### src/rtl/hazard_ctrl.sv
`default_nettype none
// ============================================================================
//  Module   : hazard_ctrl
//  Purpose  : Pipeline sequencer for the 5-stage core. Detects load-use,
//             redirect (branch/jump) and memory-wait hazards, drives the
//             PC / IF-ID / ID-EX / back-end hold and flush controls, tracks
//             redirects taken while a fetch is still outstanding, and keeps
//             saturating stall/flush cycle counters for debug.
//  Revision : 1.0  initial release
// ============================================================================
module hazard_ctrl #(
  parameter int INIT_CYC = 2,   // cycles the pipe stays flushed after reset (>=1)
  parameter int CNT_W    = 16   // width of the debug counters
) (
  input  logic             clk_i,
  input  logic             rst_i,
  input  logic [4:0]       IFID_rs_i,
  input  logic [4:0]       IFID_rt_i,
  input  logic [4:0]       IDEX_rt_i,
  input  logic             IDEX_MemRead_i,
  input  logic             brench_i,
  input  logic             jump_i,
  input  logic             imem_ready_i,
  input  logic             dmem_ready_i,
  output logic             PC_write_o,
  output logic             Hazard_stall_o,
  output logic             flush_o,
  output logic             IDEX_bubble_o,
  output logic             pipe_freeze_o,
  output logic [CNT_W-1:0] stall_cnt_o,
  output logic [CNT_W-1:0] flush_cnt_o
);

  localparam int                c_init_w    = (INIT_CYC > 1) ? $clog2(INIT_CYC) : 1;
  localparam logic [c_init_w-1:0] c_init_last = c_init_w'(INIT_CYC - 1);
  localparam logic [CNT_W-1:0]  c_cnt_max   = {CNT_W{1'b1}};

  typedef enum logic [1:0] {
    ST_INIT       = 2'd0,
    ST_RUN        = 2'd1,
    ST_REDIR_PEND = 2'd2
  } state_t;

  state_t              r_state;
  state_t              w_state_nxt;
  logic [c_init_w-1:0] r_init_cnt;
  logic                r_lu_stalled;   // a load-use stall was issued for the load now leaving EX
  logic                w_lu_taken;
  logic                w_load_use;
  logic                w_redirect;
  logic [CNT_W-1:0]    r_stall_cnt;
  logic [CNT_W-1:0]    r_flush_cnt;

  // The cycle after a load-use stall ID/EX holds a bubble, so a repeated match
  // on held inputs is not a new load and must not stall again.
  assign w_load_use = IDEX_MemRead_i & (IDEX_rt_i != 5'd0) &
                      ((IDEX_rt_i == IFID_rs_i) | (IDEX_rt_i == IFID_rt_i)) &
                      ~r_lu_stalled;
  // Branch and jump together are one redirect.
  assign w_redirect = brench_i | jump_i;

  // State register, async reset into INIT.
  always_ff @(posedge clk_i or posedge rst_i) begin
    if (rst_i) r_state <= ST_INIT;
    else       r_state <= w_state_nxt;
  end

  // Counts the post-reset hold cycles; parked at zero outside INIT.
  always_ff @(posedge clk_i or posedge rst_i) begin
    if (rst_i)                                           r_init_cnt <= '0;
    else if (r_state == ST_INIT && r_init_cnt != c_init_last) r_init_cnt <= r_init_cnt + 1'b1;
    else if (r_state != ST_INIT)                         r_init_cnt <= '0;
  end

  // Remembers that the current load already got its stall; survives freezes.
  always_ff @(posedge clk_i or posedge rst_i) begin
    if (rst_i)              r_lu_stalled <= 1'b0;
    else if (w_lu_taken)    r_lu_stalled <= 1'b1;
    else if (!pipe_freeze_o) r_lu_stalled <= 1'b0;
  end

  // Next-state and control outputs, priority ordered within each state.
  always_comb begin
    w_state_nxt    = r_state;
    w_lu_taken     = 1'b0;
    PC_write_o     = 1'b0;
    Hazard_stall_o = 1'b0;
    flush_o        = 1'b0;
    IDEX_bubble_o  = 1'b0;
    pipe_freeze_o  = 1'b0;
    case (r_state)
      ST_INIT: begin
        Hazard_stall_o = 1'b1;
        flush_o        = 1'b1;
        IDEX_bubble_o  = 1'b1;
        if (r_init_cnt == c_init_last) w_state_nxt = ST_RUN;
      end
      ST_RUN: begin
        if (!dmem_ready_i) begin
          pipe_freeze_o  = 1'b1;
          Hazard_stall_o = 1'b1;
        end else if (w_redirect) begin
          PC_write_o = 1'b1;
          flush_o    = 1'b1;
          // Wrong-path fetch still in flight: its word must be dropped later.
          if (!imem_ready_i) w_state_nxt = ST_REDIR_PEND;
        end else if (w_load_use) begin
          Hazard_stall_o = 1'b1;
          IDEX_bubble_o  = 1'b1;
          w_lu_taken     = 1'b1;
        end else if (!imem_ready_i) begin
          Hazard_stall_o = 1'b1;
          IDEX_bubble_o  = 1'b1;
        end else begin
          PC_write_o = 1'b1;
        end
      end
      ST_REDIR_PEND: begin
        if (!dmem_ready_i) begin
          pipe_freeze_o  = 1'b1;
          Hazard_stall_o = 1'b1;
        end else begin
          flush_o = 1'b1;
          if (imem_ready_i) w_state_nxt = ST_RUN;
        end
      end
      default: w_state_nxt = ST_INIT;
    endcase
  end

  // Saturating debug counters, idle during INIT.
  always_ff @(posedge clk_i or posedge rst_i) begin
    if (rst_i) begin
      r_stall_cnt <= '0;
      r_flush_cnt <= '0;
    end else if (r_state != ST_INIT) begin
      if (Hazard_stall_o && r_stall_cnt != c_cnt_max) r_stall_cnt <= r_stall_cnt + 1'b1;
      if (flush_o && r_flush_cnt != c_cnt_max)        r_flush_cnt <= r_flush_cnt + 1'b1;
    end
  end

  assign stall_cnt_o = r_stall_cnt;
  assign flush_cnt_o = r_flush_cnt;

endmodule
`default_nettype wire

### config.mk
export PLATFORM = sky130hd
export DESIGN_NAME = hazard_ctrl
export DESIGN_NICKNAME = d
export VERILOG_FILES = /design/src/rtl/hazard_ctrl.sv
export SDC_FILE = /design/constraint.sdc
export NUM_CORES = 1
export LEC_CHECK = 0
export CAP_MARGIN = 10
export CORE_UTILIZATION = 60
export CTS_BUF_LIST = sky130_fd_sc_hd__clkbuf_8
export DETAILED_ROUTE_END_ITERATION = 8
export DONT_BUFFER_PORTS = 1
export PLACE_DENSITY = 0.8
export REMOVE_ABC_BUFFERS = 1
export SKIP_LAST_GASP = 1
export SLEW_MARGIN = 20
export SYNTH_ARGS = -nofsm -noshare
export SYNTH_HDL_FRONTEND = slang
export SYNTH_SLANG_ARGS = --single-unit
### constraint.sdc
create_clock -name clk_i -period 4.3 [get_ports clk_i]
set_input_delay 0.43 -clock clk_i [delete_from_list [all_inputs] [get_ports clk_i]]
set_output_delay 0.43 -clock clk_i [all_outputs]
set_load 0.02 [all_outputs]
# [After elaboration in Yosys (flattened, before gate mapping)]
# Cells that the tools add are included.
[classes] n_addsub=3 eq_ne=13 n_mux=33 bitwise_logic=7 n_reduce_logical=11
[ops] cell="$add 16x1->16 const B" n=2
[ops] cell="$ne 16x16->1 const B" n=2
[ops] cell="$mux 1" n=23
[ops] cell="$mux 2" n=6
[ops] cell="$ne 2x2->1 const B" n=6
[ops] cell="$eq 5x5->1" n=2
[ops] cell="$pmux 1 s3" n=2
[ops] cell="$pmux 2 s3" n=1
[ops] cell="$reduce_and 6->1" n=1
[ops] cell="$reduce_bool 5->1" n=1
[ops] cell="$reduce_and 2->1" n=2
[ops] cell="$reduce_bool 2->1" n=2
[ops] cell="$and 1x1->1" n=3
[ops] cell="$logic_and 1x1->1" n=3
[ops] cell="$eq 2x1->1 const B" n=1
[ops] cell="$eq 2x2->1 const B" n=1
[ops] cell="$logic_not 2->1" n=1
[ops] cell="$ne 2x1->1 const B" n=1
[ops] cell="$not 1->1" n=2
[ops] cell="$or 1x1->1" n=2
[ops] cell="$pmux 1 s2" n=1
[ops] cell="$reduce_or 2->1" n=1
[ops] cell="$add 1x1->1 const B" n=1
[word_totals] reg_bits=36 input_bits=22 output_inout_bits=37 wordCells=72

# [Depth between registers and ports, before layout]
# Gate-level depths: netlist (run 1).
[depth] ltp_word=10 ltp_mapped=9 depth_no_buf=8

# [Worst setup path after synthesis (run 1)]
# Ideal clock, no wire load.
[synth_timing] path_kind="register to output" start="register r_state[1]" end="output port Hazard_stall_o" arrival_time_ns=1.904 required_ns=3.870 setup_slack_ns=1.966 stages_incl_launch_ff=9 n_path_buf=1 cell_sequence="dfrtp_1 > inv_1 > ha_1 > or3b_1 > o21ai_1 > o21a_1 > a21oi_1 > buf_6 > a21oi_1"
[synth_via] elab_chain_cells=2 word_cells_on_any_way=4 classes_between="eq/ne (2); mux (1); reduce/logical (1)"
[synth_lines] element="start: declaration" line_no="44" rtl="state_t r_state;"
[synth_lines] element="start signal: assignment" line_no="65" rtl="else r_state <= w_state_nxt;"
[synth_lines] element="$eq 2x2->1, or another cell as far along" line_no="91" rtl="case (r_state)"
[synth_lines] element="$pmux 1 s3 (*)" line_no="91"
[synth_lines] element="end: declaration" line_no="26" rtl="output logic Hazard_stall_o,"
# Mark *: on every way between the ends. The rest lies on a longest branch, timed or not.

# [Final worst setup path (run 1)]
# Ends and elaborated chain as after synthesis.

==> results of run 1 <==
kinds of logic (layout without fill, tap and decap cells):
family | count (synthesis) | count (layout) | synth area share (%)
buffers and inverters | 16 | 21 | 3.465
AND/OR/NAND/NOR | 82 | 82 | 23.59
AO/OA/AOI/OAI | 21 | 21 | 6.748
XOR/XNOR | 40 | 40 | 17.02
adder cells (fa/ha/maj) | 6 | 6 | 3.647
multiplexers | 3 | 3 | 1.763
flip-flops | 36 | 36 | 43.77
worst max path at each step:
| stage | slack [ns] | depth (start not counted) | end | from |
|---|---|---|---|---|
| after floorplan | 1.64 | 5 | Hazard_stall_o | IDEX_rt_i[1] |
| after global placement | 1.44 | 5 | Hazard_stall_o | IDEX_rt_i[1] |
| after detailed placement | 1.40 | 5 | Hazard_stall_o | IDEX_rt_i[1] |
| after CTS | 1.20 | 7 | Hazard_stall_o | r_state[1] |
| after global routing | 1.33 | 7 | Hazard_stall_o | r_state[1] |
| final | 1.51 | 7 | Hazard_stall_o | r_state[1] |
cells in the final DEF, fill, tap and decap left out, drive strengths merged, types with 2 or more instances in the layout:
master	n
dfrtp	36
xnor2	20
xor2	20
nand2	17
nor2	17
nand3	14
inv	13
nor3	9
ha	6
nor4	6
a21oi	6
clkbuf	5
nand2b	4
nand4	4
o21ai	4
nor3b	3
o21a	2
o211ai	2
nor2b	2
and3	2
or3b	2
mux2	2
synth_stat cells (2+ instances only):
library cell	count
sky130_fd_sc_hd__dfrtp_1	36
sky130_fd_sc_hd__xnor2_1	20
sky130_fd_sc_hd__xor2_1	20
sky130_fd_sc_hd__nand2_1	17
sky130_fd_sc_hd__nor2_1	17
sky130_fd_sc_hd__nand3_1	14
sky130_fd_sc_hd__inv_1	12
sky130_fd_sc_hd__nor3_1	8
sky130_fd_sc_hd__ha_1	6
sky130_fd_sc_hd__a21oi_1	5
sky130_fd_sc_hd__nand2b_1	4
sky130_fd_sc_hd__nor4_2	4
sky130_fd_sc_hd__nand4_1	3
sky130_fd_sc_hd__nor3b_2	3
sky130_fd_sc_hd__clkbuf_1	2
sky130_fd_sc_hd__nor2b_1	2
sky130_fd_sc_hd__nor4_1	2
sky130_fd_sc_hd__o211ai_1	2
sky130_fd_sc_hd__o21a_1	2
sky130_fd_sc_hd__o21ai_0	2
sky130_fd_sc_hd__o21ai_1	2
stage by stage:
| step | hold slack (ns) | util [%] | power [uW] | area, sq um | worst slack (ns) |
|---|---|---|---|---|---|
| 2_1_floorplan | 0.4394 | - | 774.3 | 2032 | 1.643 |
| 3_3_place_gp | 0.4392 | 66.43 | 822.2 | 2095 | 1.436 |
| 3_5_place_dp | 0.4484 | 66.43 | 840.4 | 2095 | 1.397 |
| 5_1_grt | 0.1646 | 69.96 | 1193 | 2206 | 1.331 |
| 6_report | 0.1233 | 69.96 | 1125 | 2206 | 1.505 |
| 4_1_cts | 0.1356 | 69.84 | 1132 | 2202 | 1.200 |
critical path: cells and delay by family (launching register included):
kind	cells	cell delay [ns]
buffers and inverters	1	0.09
adders and majority gates	1	0.27
AOI/OAI and AO/OA	4	0.91
DFF	1	0.41
and+or+nand+nor	1	0.40
state kept, by name, indices dropped and copies added (netlist names):
signal / flops
r_state: 2
stall_cnt_o: 16
r_lu_stalled: 1
flush_cnt_o: 16
r_init_cnt: 1
power breakdown:
part | leakage [uW] | internal, uW | switching [uW]
Sequential | 0.000452 | 393 | 124
Combinational | 0.000497 | 124 | 197
Clock | 0.0000593 | 170 | 117
Total | 0.00101 | 687 | 438
layer usage:
| metal | wire (um) | up-vias |
|---|---|---|
| met3 | 278 | 12 |
| met4 | 91 | 0 |
| met2 | 1901 | 59 |
| met1 | 1595 | 695 |
| li1 | - | 705 |
| met5 | 0 | - |
cell type report:
class	instances	area (sq um)	share of cell area (%)
tap	44	55.05	2.496
multi-input combinational	152	1090	49.40
clock inverter	3	38.79	1.758
sequential	36	900.9	40.84
inverter	12	45.04	2.042
timing repair buffer	1	7.507	0.3403
clock buffer	5	68.82	3.120
==> flow_summary.html, run 1 <==
<table>
<tr><th>Metric</th><th>Value</th></tr>
<tr><th colspan="2">STA</th></tr>
<tr><td>Clock tree skew after final layout</td><td>0.003825 ns</td></tr>
<tr><td>Number of hold violations in the final report</td><td>0</td></tr>
<tr><td>Relative slew margins</td><td>53.77%</td></tr>
<tr><td>Pins Over Slew Limit</td><td>0</td></tr>
<tr><td>RSZ-0062 raised after global routing</td><td>no</td></tr>
<tr><td>Transition time at the pin with the least slew margin</td><td>0.6934 ns</td></tr>
<tr><td>Number of endpoints failing setup at the final stage</td><td>0</td></tr>
<tr><td>Total negative slack</td><td>0 ns</td></tr>
<tr><td>Minimum clock period</td><td>2.795 ns</td></tr>
<tr><td>Period utilisation layout</td><td>64.99%</td></tr>
<tr><td>Maximum clock frequency</td><td>357.8 MHz</td></tr>
<tr><th colspan="2">CTS</th></tr>
<tr><td>H-tree level count</td><td>2</td></tr>
<tr><td>Resized cells post-CTS</td><td>0</td></tr>
<tr><td>TritonCTS sink count</td><td>36</td></tr>
<tr><td>Clock Path Buffers</td><td>2</td></tr>
<tr><td>TritonCTS clock tree</td><td>done</td></tr>
<tr><td>CTS buffer count</td><td>5</td></tr>
<tr><td>Buffer cell driving the clock tree root</td><td>sky130_fd_sc_hd__clkbuf_8</td></tr>
<tr><td>Clock transition at path regs</td><td>0.07 ns</td></tr>
<tr><td>Number of buffers inserted for hold repair after clock tree synthesis</td><td>0</td></tr>
<tr><td>Setup repair bufs after CTS</td><td>0</td></tr>
<tr><td>Clock insertion delay at the later pin of the skew report</td><td>0.29 ns</td></tr>
<tr><th colspan="2">Worst setup path</th></tr>
<tr><td>Crit path required time</td><td>3.87 ns</td></tr>
<tr><td>Cell Chain, Critical Path</td><td>inv_1 -&gt; ha_1 -&gt; or3b_1 -&gt; o21ai_1 -&gt; o21a_1 -&gt; a21oi_2 -&gt; a21oi_1</td></tr>
<tr><td>Register-to-register path setup slack</td><td>1.84 ns</td></tr>
<tr><td>Reg2reg start</td><td>r_state[1]</td></tr>
<tr><td>Critical Path Max Stage Delay</td><td>0.47 ns</td></tr>
<tr><td>Nature of the critical path startpoint</td><td>register</td></tr>
<tr><td>CP Data Arrival Time</td><td>2.36 ns</td></tr>
<tr><td>Type of the worst setup path</td><td>register to output pin</td></tr>
<tr><td>Depth of the worst register-to-register path</td><td>8</td></tr>
<tr><td>Kind of end point of the critical path</td><td>output pin</td></tr>
<tr><td>Reg-to-reg endpoint</td><td>stall_cnt_o[7]</td></tr>
<tr><td>Maximum fanout encountered on the critical timing path</td><td>11</td></tr>
<tr><td>Slowest CP cell</td><td>sky130_fd_sc_hd__a21oi_1</td></tr>
<tr><th colspan="2">Pwr</th></tr>
<tr><td>Static leakage</td><td>0.001008 uW</td></tr>
<tr><td>Power Density</td><td>509.9 nW/um^2</td></tr>
<tr><td>Maximum vdd ir drop</td><td>0.4786 mV</td></tr>
<tr><th colspan="2">Drt</th></tr>
<tr><td>Post-DRT Antenna Nets</td><td>0</td></tr>
<tr><td>Vias</td><td>1471</td></tr>
<tr><td>Vias per std cell</td><td>5.814</td></tr>
<tr><td>DRT Wirelength</td><td>3867 um</td></tr>
<tr><td>DRC violation count after routing</td><td>0</td></tr>
<tr><td>Average wire per cell in the routed design</td><td>15.28 um</td></tr>
<tr><td>Iteration count of the initial detailed-routing pass</td><td>4</td></tr>
<tr><td>Starting DRT DRC Count</td><td>46</td></tr>
<tr><th colspan="2">Synth</th></tr>
<tr><td>Main flop type after synthesis</td><td>sky130_fd_sc_hd__dfrtp_1</td></tr>
<tr><td>Warnings from Yosys</td><td>0</td></tr>
<tr><td>Flip-flop and latch count after synthesis</td><td>36</td></tr>
<tr><td>Number of distinct standard cells referenced by the synthesized netlist</td><td>42</td></tr>
<tr><td>Gate count of the mapped netlist</td><td>204</td></tr>
<tr><td>Cell accounting for the most synthesized area</td><td>sky130_fd_sc_hd__dfrtp_1</td></tr>
<tr><td>Cells taking the most area after synthesis</td><td>sky130_fd_sc_hd__dfrtp_1 44%, sky130_fd_sc_hd__xnor2_1 8.5%, sky130_fd_sc_hd__xor2_1 8.5%</td></tr>
<tr><td>Synth async-reset ratio</td><td>100.0%</td></tr>
<tr><td>Seq/Total Area, Yosys</td><td>43.77%</td></tr>
<tr><td>Syn Std Cell Area</td><td>2058 sq um</td></tr>
<tr><td>Average cell area after synthesis</td><td>10.09 sq um</td></tr>
<tr><td>Synth top area share</td><td>43.77%</td></tr>
<tr><td>EDFF count, synth</td><td>0</td></tr>
<tr><th colspan="2">Finish</th></tr>
<tr><td>Ratio of cells with drive above 1 in the final layout</td><td>11.96%</td></tr>
<tr><td>Final net count</td><td>236</td></tr>
<tr><td>Fill cell count</td><td>264</td></tr>
<tr><td>ANT cells</td><td>0</td></tr>
<tr><td>Area Overhead vs Synth</td><td>7.173%</td></tr>
<tr><td>Non-Filler Instances</td><td>253</td></tr>
<tr><th colspan="2">Floorplanning</th></tr>
<tr><td>Chip Height</td><td>60.57 um</td></tr>
<tr><td>Std cell rows</td><td>20</td></tr>
<tr><td>Core box area</td><td>3153 sq um</td></tr>
<tr><td>Total Die Area</td><td>3669 sq um</td></tr>
<tr><td>Die X</td><td>60.57 um</td></tr>
<tr><td>I/O pin count</td><td>59</td></tr>
<tr><td>Initial Utilization</td><td>65.28%</td></tr>
<tr><th colspan="2">Global route</th></tr>
<tr><td>M3 GR Usage</td><td>7.463%</td></tr>
<tr><td>Number of antenna violations at the first check in global routing</td><td>0</td></tr>
<tr><td>Met1 capacity usage during global routing</td><td>25.48%</td></tr>
<tr><td>Global-route total usage across every layer</td><td>23.62%</td></tr>
<tr><td>First-pass GRT wire length</td><td>6382 um</td></tr>
<tr><td>Overflow left after global routing</td><td>0</td></tr>
<tr><td>Number of global-route vias before repair</td><td>1534</td></tr>
<tr><td>Largest net degree at the start of global routing</td><td>37</td></tr>
<tr><td>Global route hottest layer</td><td>met2</td></tr>
<tr><td>Met2 Resource Use GR</td><td>41.60%</td></tr>
<tr><th colspan="2">Status</th></tr>
<tr><td>Outcome</td><td>finished, final reports clean</td></tr>
<tr><th colspan="2">Hold path</th></tr>
<tr><td>Class of the most critical hold timing path</td><td>input pin to async pin</td></tr>
<tr><th colspan="2">Placed design</th></tr>
<tr><td>Final HPWL DP</td><td>2927 um</td></tr>
<tr><td>Weighted congestion reported at the end of routability-driven placement</td><td>0.9431</td></tr>
<tr><td>Dpl cells</td><td>245</td></tr>
<tr><td>Number of I/O port buffers</td><td>0</td></tr>
<tr><th colspan="2">Run</th></tr>
<tr><td>Number of violations of the max-capacitance limit</td><td>0</td></tr>
</table>
(Power assumes the default switching activity.)
==> run 2: changes to the inputs <==
--- a/config.mk
+++ b/config.mk
@@ -6,11 +6,11 @@
 export NUM_CORES = 1
 export LEC_CHECK = 0
 export CAP_MARGIN = 10
-export CORE_UTILIZATION = 60
+export CORE_UTILIZATION = 59
 export CTS_BUF_LIST = sky130_fd_sc_hd__clkbuf_8
 export DETAILED_ROUTE_END_ITERATION = 8
 export DONT_BUFFER_PORTS = 1
-export PLACE_DENSITY = 0.8
+export PLACE_DENSITY = 0.82
 export REMOVE_ABC_BUFFERS = 1
 export SKIP_LAST_GASP = 1
 export SLEW_MARGIN = 20
==> constraint.sdc (replaced) <==
create_clock -name clk_i -period 2.4 [get_ports clk_i]
set_input_delay 0.24 -clock clk_i [delete_from_list [all_inputs] [get_ports clk_i]]
set_output_delay 0.24 -clock clk_i [all_outputs]
set_load 0.02 [all_outputs]
==> run 2 against run 1 <==
  * Critical path depth up 1
  * Cell area is 3.9% higher
  * Sequential share of layout area shrank 1.5 points
  * Sequential power is 72% higher
  * Global-route usage decreased by 1.6 points
  * Clock-buffer cell count increased by 1
  * Hold slack got worse by 0.042 ns
  * Critical endpoint unchanged
  * Highest routed layer unchanged
==> flow_summary.html, run 2 (synthesized netlist as in run 1, its figures left out) <==
<table>
<tr><th>Metric</th><th>Value</th></tr>
<tr><th colspan="2">Placed design</th></tr>
<tr><td>Final HPWL DP</td><td>2985 um (was 2927 um)</td></tr>
<tr><td>Dpl cells</td><td>256 (was 245)</td></tr>
<tr><td>Placement-stage cell area</td><td>2165 sq um (was 2095 sq um)</td></tr>
<tr><td>Number of I/O port buffers</td><td>0 (unchanged)</td></tr>
<tr><td>Weighted congestion reported at the end of routability-driven placement</td><td>0.8626 (was 0.9431)</td></tr>
<tr><th colspan="2">CTS</th></tr>
<tr><td>Clock insertion delay at the later pin of the skew report</td><td>0.28 ns (was 0.29 ns)</td></tr>
<tr><td>Buffer cell driving the clock tree root</td><td>sky130_fd_sc_hd__clkbuf_8 (unchanged)</td></tr>
<tr><td>Clock transition at path regs</td><td>0.07 ns (about the same)</td></tr>
<tr><td>TritonCTS sink count</td><td>36 (unchanged)</td></tr>
<tr><td>H-tree level count</td><td>2 (unchanged)</td></tr>
<tr><td>Clock Path Buffers</td><td>2 (unchanged)</td></tr>
<tr><td>CTS buffer count</td><td>5 (unchanged)</td></tr>
<tr><td>TritonCTS clock tree</td><td>done (unchanged)</td></tr>
<tr><th colspan="2">STA</th></tr>
<tr><td>RSZ-0062 raised after global routing</td><td>yes (was no)</td></tr>
<tr><td>Clock tree skew after final layout</td><td>0.003723 ns (was 0.003825 ns)</td></tr>
<tr><td>Relative slew margins</td><td>49.58% (was 53.77%)</td></tr>
<tr><td>Number of endpoints failing setup at the final stage</td><td>0 (unchanged)</td></tr>
<tr><td>Transition time at the pin with the least slew margin</td><td>0.7555 ns (was 0.6934 ns)</td></tr>
<tr><td>Number of hold violations in the final report</td><td>0 (unchanged)</td></tr>
<tr><td>Maximum clock frequency</td><td>425.6 MHz</td></tr>
<tr><td>Minimum clock period</td><td>2.350 ns</td></tr>
<tr><td>Pins Over Slew Limit</td><td>0 (unchanged)</td></tr>
<tr><td>Worst hold-check slack</td><td>0.08083 ns (was 0.1233 ns)</td></tr>
<tr><td>Period utilisation layout</td><td>97.91%</td></tr>
<tr><th colspan="2">Finish</th></tr>
<tr><td>Post-route core utilization</td><td>68.69% (was 69.96%)</td></tr>
<tr><td>Post-route cell area</td><td>2292 sq um (was 2206 sq um)</td></tr>
<tr><td>Most frequent standard cell in the layout excluding fill and tap cells</td><td>sky130_fd_sc_hd__dfrtp_1 (unchanged)</td></tr>
<tr><td>Leading cell types in the layout, fill and taps excluded</td><td>36 x sky130_fd_sc_hd__dfrtp_1, 20 x sky130_fd_sc_hd__xnor2_1, 20 x sky130_fd_sc_hd__xor2_1, 17 x sky130_fd_sc_hd__nand2_1, 17 x sky130_fd_sc_hd__nor2_1 (unchanged)</td></tr>
<tr><td>Area Overhead vs Synth</td><td>11.37% (was 7.173%)</td></tr>
<tr><td>Non-Filler Instances</td><td>267 (was 253)</td></tr>
<tr><td>Final net count</td><td>248 (was 236)</td></tr>
<tr><td>Ratio of cells with drive above 1 in the final layout</td><td>15.84% (was 11.96%)</td></tr>
<tr><td>ANT cells</td><td>0 (unchanged)</td></tr>
<tr><th colspan="2">Drt</th></tr>
<tr><td>Highest metal layer with signal wires</td><td>met4 (unchanged)</td></tr>
<tr><td>DRC violation count after routing</td><td>0 (unchanged)</td></tr>
<tr><td>M1 wire length</td><td>1644 um (was 1595 um)</td></tr>
<tr><td>Vias</td><td>1537 (was 1471)</td></tr>
<tr><td>Total length of routed met2 wires</td><td>2011 um (was 1901 um)</td></tr>
<tr><td>DRT Wirelength</td><td>3963 um (was 3867 um)</td></tr>
<tr><td>Iteration count of the initial detailed-routing pass</td><td>4 (unchanged)</td></tr>
<tr><td>Average wire per cell in the routed design</td><td>14.84 um (was 15.28 um)</td></tr>
<tr><td>Starting DRT DRC Count</td><td>73 (was 46)</td></tr>
<tr><td>Detailed route wirelength on metal3</td><td>244 um (was 278 um)</td></tr>
<tr><td>Vias per std cell</td><td>5.757 (was 5.814)</td></tr>
<tr><td>Post-DRT Antenna Nets</td><td>0 (unchanged)</td></tr>
<tr><th colspan="2">Pwr</th></tr>
<tr><td>Combinational Power Share</td><td>35.1% (was 28.5%)</td></tr>
<tr><td>Internal power summed over all cells</td><td>1226 uW (was 686.7 uW)</td></tr>
<tr><td>Static leakage</td><td>0.001064 uW (was 0.001008 uW)</td></tr>
<tr><td>Post-layout total power</td><td>2027 uW (was 1125 uW)</td></tr>
<tr><td>Power dissipated by switching net loads</td><td>800.8 uW (was 438.0 uW)</td></tr>
<tr><td>Maximum vdd ir drop</td><td>0.6436 mV (was 0.4786 mV)</td></tr>
<tr><td>Part of the total power dissipated in the clock network</td><td>21.0% (was 25.5%)</td></tr>
<tr><td>Sequential fraction of design power</td><td>43.9% (was 46.0%)</td></tr>
<tr><td>Power Density</td><td>884.3 nW/um^2 (was 509.9 nW/um^2)</td></tr>
<tr><td>Switching power share of the total</td><td>39.51% (was 38.95%)</td></tr>
<tr><th colspan="2">Worst setup path</th></tr>
<tr><td>Critical Path Max Stage Delay</td><td>0.41 ns (was 0.47 ns)</td></tr>
<tr><td>Maximum fanout encountered on the critical timing path</td><td>7 (was 11)</td></tr>
<tr><td>Cell Chain, Critical Path</td><td>inv_1 -&gt; ha_2 -&gt; or3b_1 -&gt; o21ai_1 -&gt; o21a_1 -&gt; a21oi_1 -&gt; a21oi_1 -&gt; buf_4 (was inv_1 -&gt; ha_1 -&gt; or3b_1 -&gt; o21ai_1 -&gt; o21a_1 -&gt; a21oi_2 -&gt; a21oi_1)</td></tr>
<tr><td>Slowest CP cell</td><td>sky130_fd_sc_hd__dfrtp_1 (was sky130_fd_sc_hd__a21oi_1)</td></tr>
<tr><td>Type of the worst setup path</td><td>register to output pin (unchanged)</td></tr>
<tr><td>Nature of the critical path startpoint</td><td>register (unchanged)</td></tr>
<tr><td>CP Data Arrival Time</td><td>2.11 ns (was 2.36 ns)</td></tr>
<tr><td>Kind of end point of the critical path</td><td>output pin (unchanged)</td></tr>
<tr><td>Most numerous cell on the critical path</td><td>sky130_fd_sc_hd__a21oi_1</td></tr>
<tr><td>Worst path bufs/invs</td><td>2 (was 1)</td></tr>
<tr><td>Cell family contributing the most delay on the critical path</td><td>compound AO/OA/AOI/OAI gates (unchanged)</td></tr>
<tr><td>Crit path required time</td><td>2.16 ns (was 3.87 ns)</td></tr>
<tr><th colspan="2">Floorplanning</th></tr>
<tr><td>Die X</td><td>61.07 um (was 60.57 um)</td></tr>
<tr><td>Chip Height</td><td>61.07 um (was 60.57 um)</td></tr>
<tr><td>Initial Utilization</td><td>61.68% (was 65.28%)</td></tr>
<tr><td>I/O pin count</td><td>59 (unchanged)</td></tr>
<tr><td>Std cell rows</td><td>21 (was 20)</td></tr>
<tr><td>Total Die Area</td><td>3729 sq um (was 3669 sq um)</td></tr>
<tr><td>Core box area</td><td>3337 sq um (was 3153 sq um)</td></tr>
<tr><th colspan="2">Global route</th></tr>
<tr><td>Number of global-route vias before repair</td><td>1453 (was 1534)</td></tr>
<tr><td>Global-route total usage across every layer</td><td>22.05% (was 23.62%)</td></tr>
<tr><td>Overflow left after global routing</td><td>0 (unchanged)</td></tr>
<tr><td>First-pass GRT wire length</td><td>5892 um (was 6382 um)</td></tr>
<tr><td>Number of antenna violations at the first check in global routing</td><td>0 (unchanged)</td></tr>
<tr><td>Largest net degree at the start of global routing</td><td>21 (was 37)</td></tr>
<tr><th colspan="2">Hold path</th></tr>
<tr><td>Class of the most critical hold timing path</td><td>input pin to register (was input pin to async pin)</td></tr>
<tr><th colspan="2">Status</th></tr>
<tr><td>Outcome</td><td>finished, final reports clean (unchanged)</td></tr>
<tr><th colspan="2">Run</th></tr>
<tr><td>Number of violations of the max-capacitance limit</td><td>0 (unchanged)</td></tr>
</table>
==> run 2: through the flow <==
step	setup TNS [ns]	worst slack [ns]
after floorplan	0	0.07631
after global placement	0	0.1832
after detailed placement	0	0.04786
after CTS	-0.004720	-0.004720
after global routing	-0.08626	-0.08626
final	0	0.05015
==> run 2: repair_timing <==
item	in CTS	in global routing
pin swaps	0	0
hold endpoints to repair	19	0
gates resized for setup	1	2
hold buffers	1	0
setup endpoints to repair	1	10
buffers inserted	0	2
==> run 2: final cells by class <==
type	count	area, sq um
Multi-Input combinational cell	152	1099
Clock buffer	6	82.58
Clock inverter	2	7.507
Sequential cell	36	900.9
Tap cell	46	57.56
Timing Repair Buffer	13	100.1
Fill cell	264	1045
Inverter	12	45.04
==> run 2: power by group through the flow <==
stage / clock [uW] / sequential (uW) / combinational, uW
after floorplan: 0 / 905 / 482
after global placement: 0 / 896 / 678
after detailed placement: 0 / 901 / 693
after CTS: 439 / 890 / 701
after global routing: 465 / 910 / 781
final: 426 / 890 / 711
==> run 2: metal layers <==
metal | vias to the layer above | track usage, %
met1 | 748 | 24.93
met3 | 9 | 6.933
met4 | 0 | 11.36
li1 | 726 | -
met2 | 54 | 37.42
met5 | - | 0
==> run 2: worst paths after layout <==
kind                                   start  slack (ns)              end  cells after the start
worst min-delay path            dmem_ready_i        0.08     r_lu_stalled                      2
max in group asynchronous              rst_i        1.16       r_init_cnt                      3
worst max register to register    r_state[1]        0.15  stall_cnt_o[14]                      9
worst max-delay path              r_state[1]        0.05   Hazard_stall_o                      8
worst min register to register  r_lu_stalled        0.47     r_lu_stalled                      2
min in group asynchronous              rst_i        0.53   flush_cnt_o[5]                      2
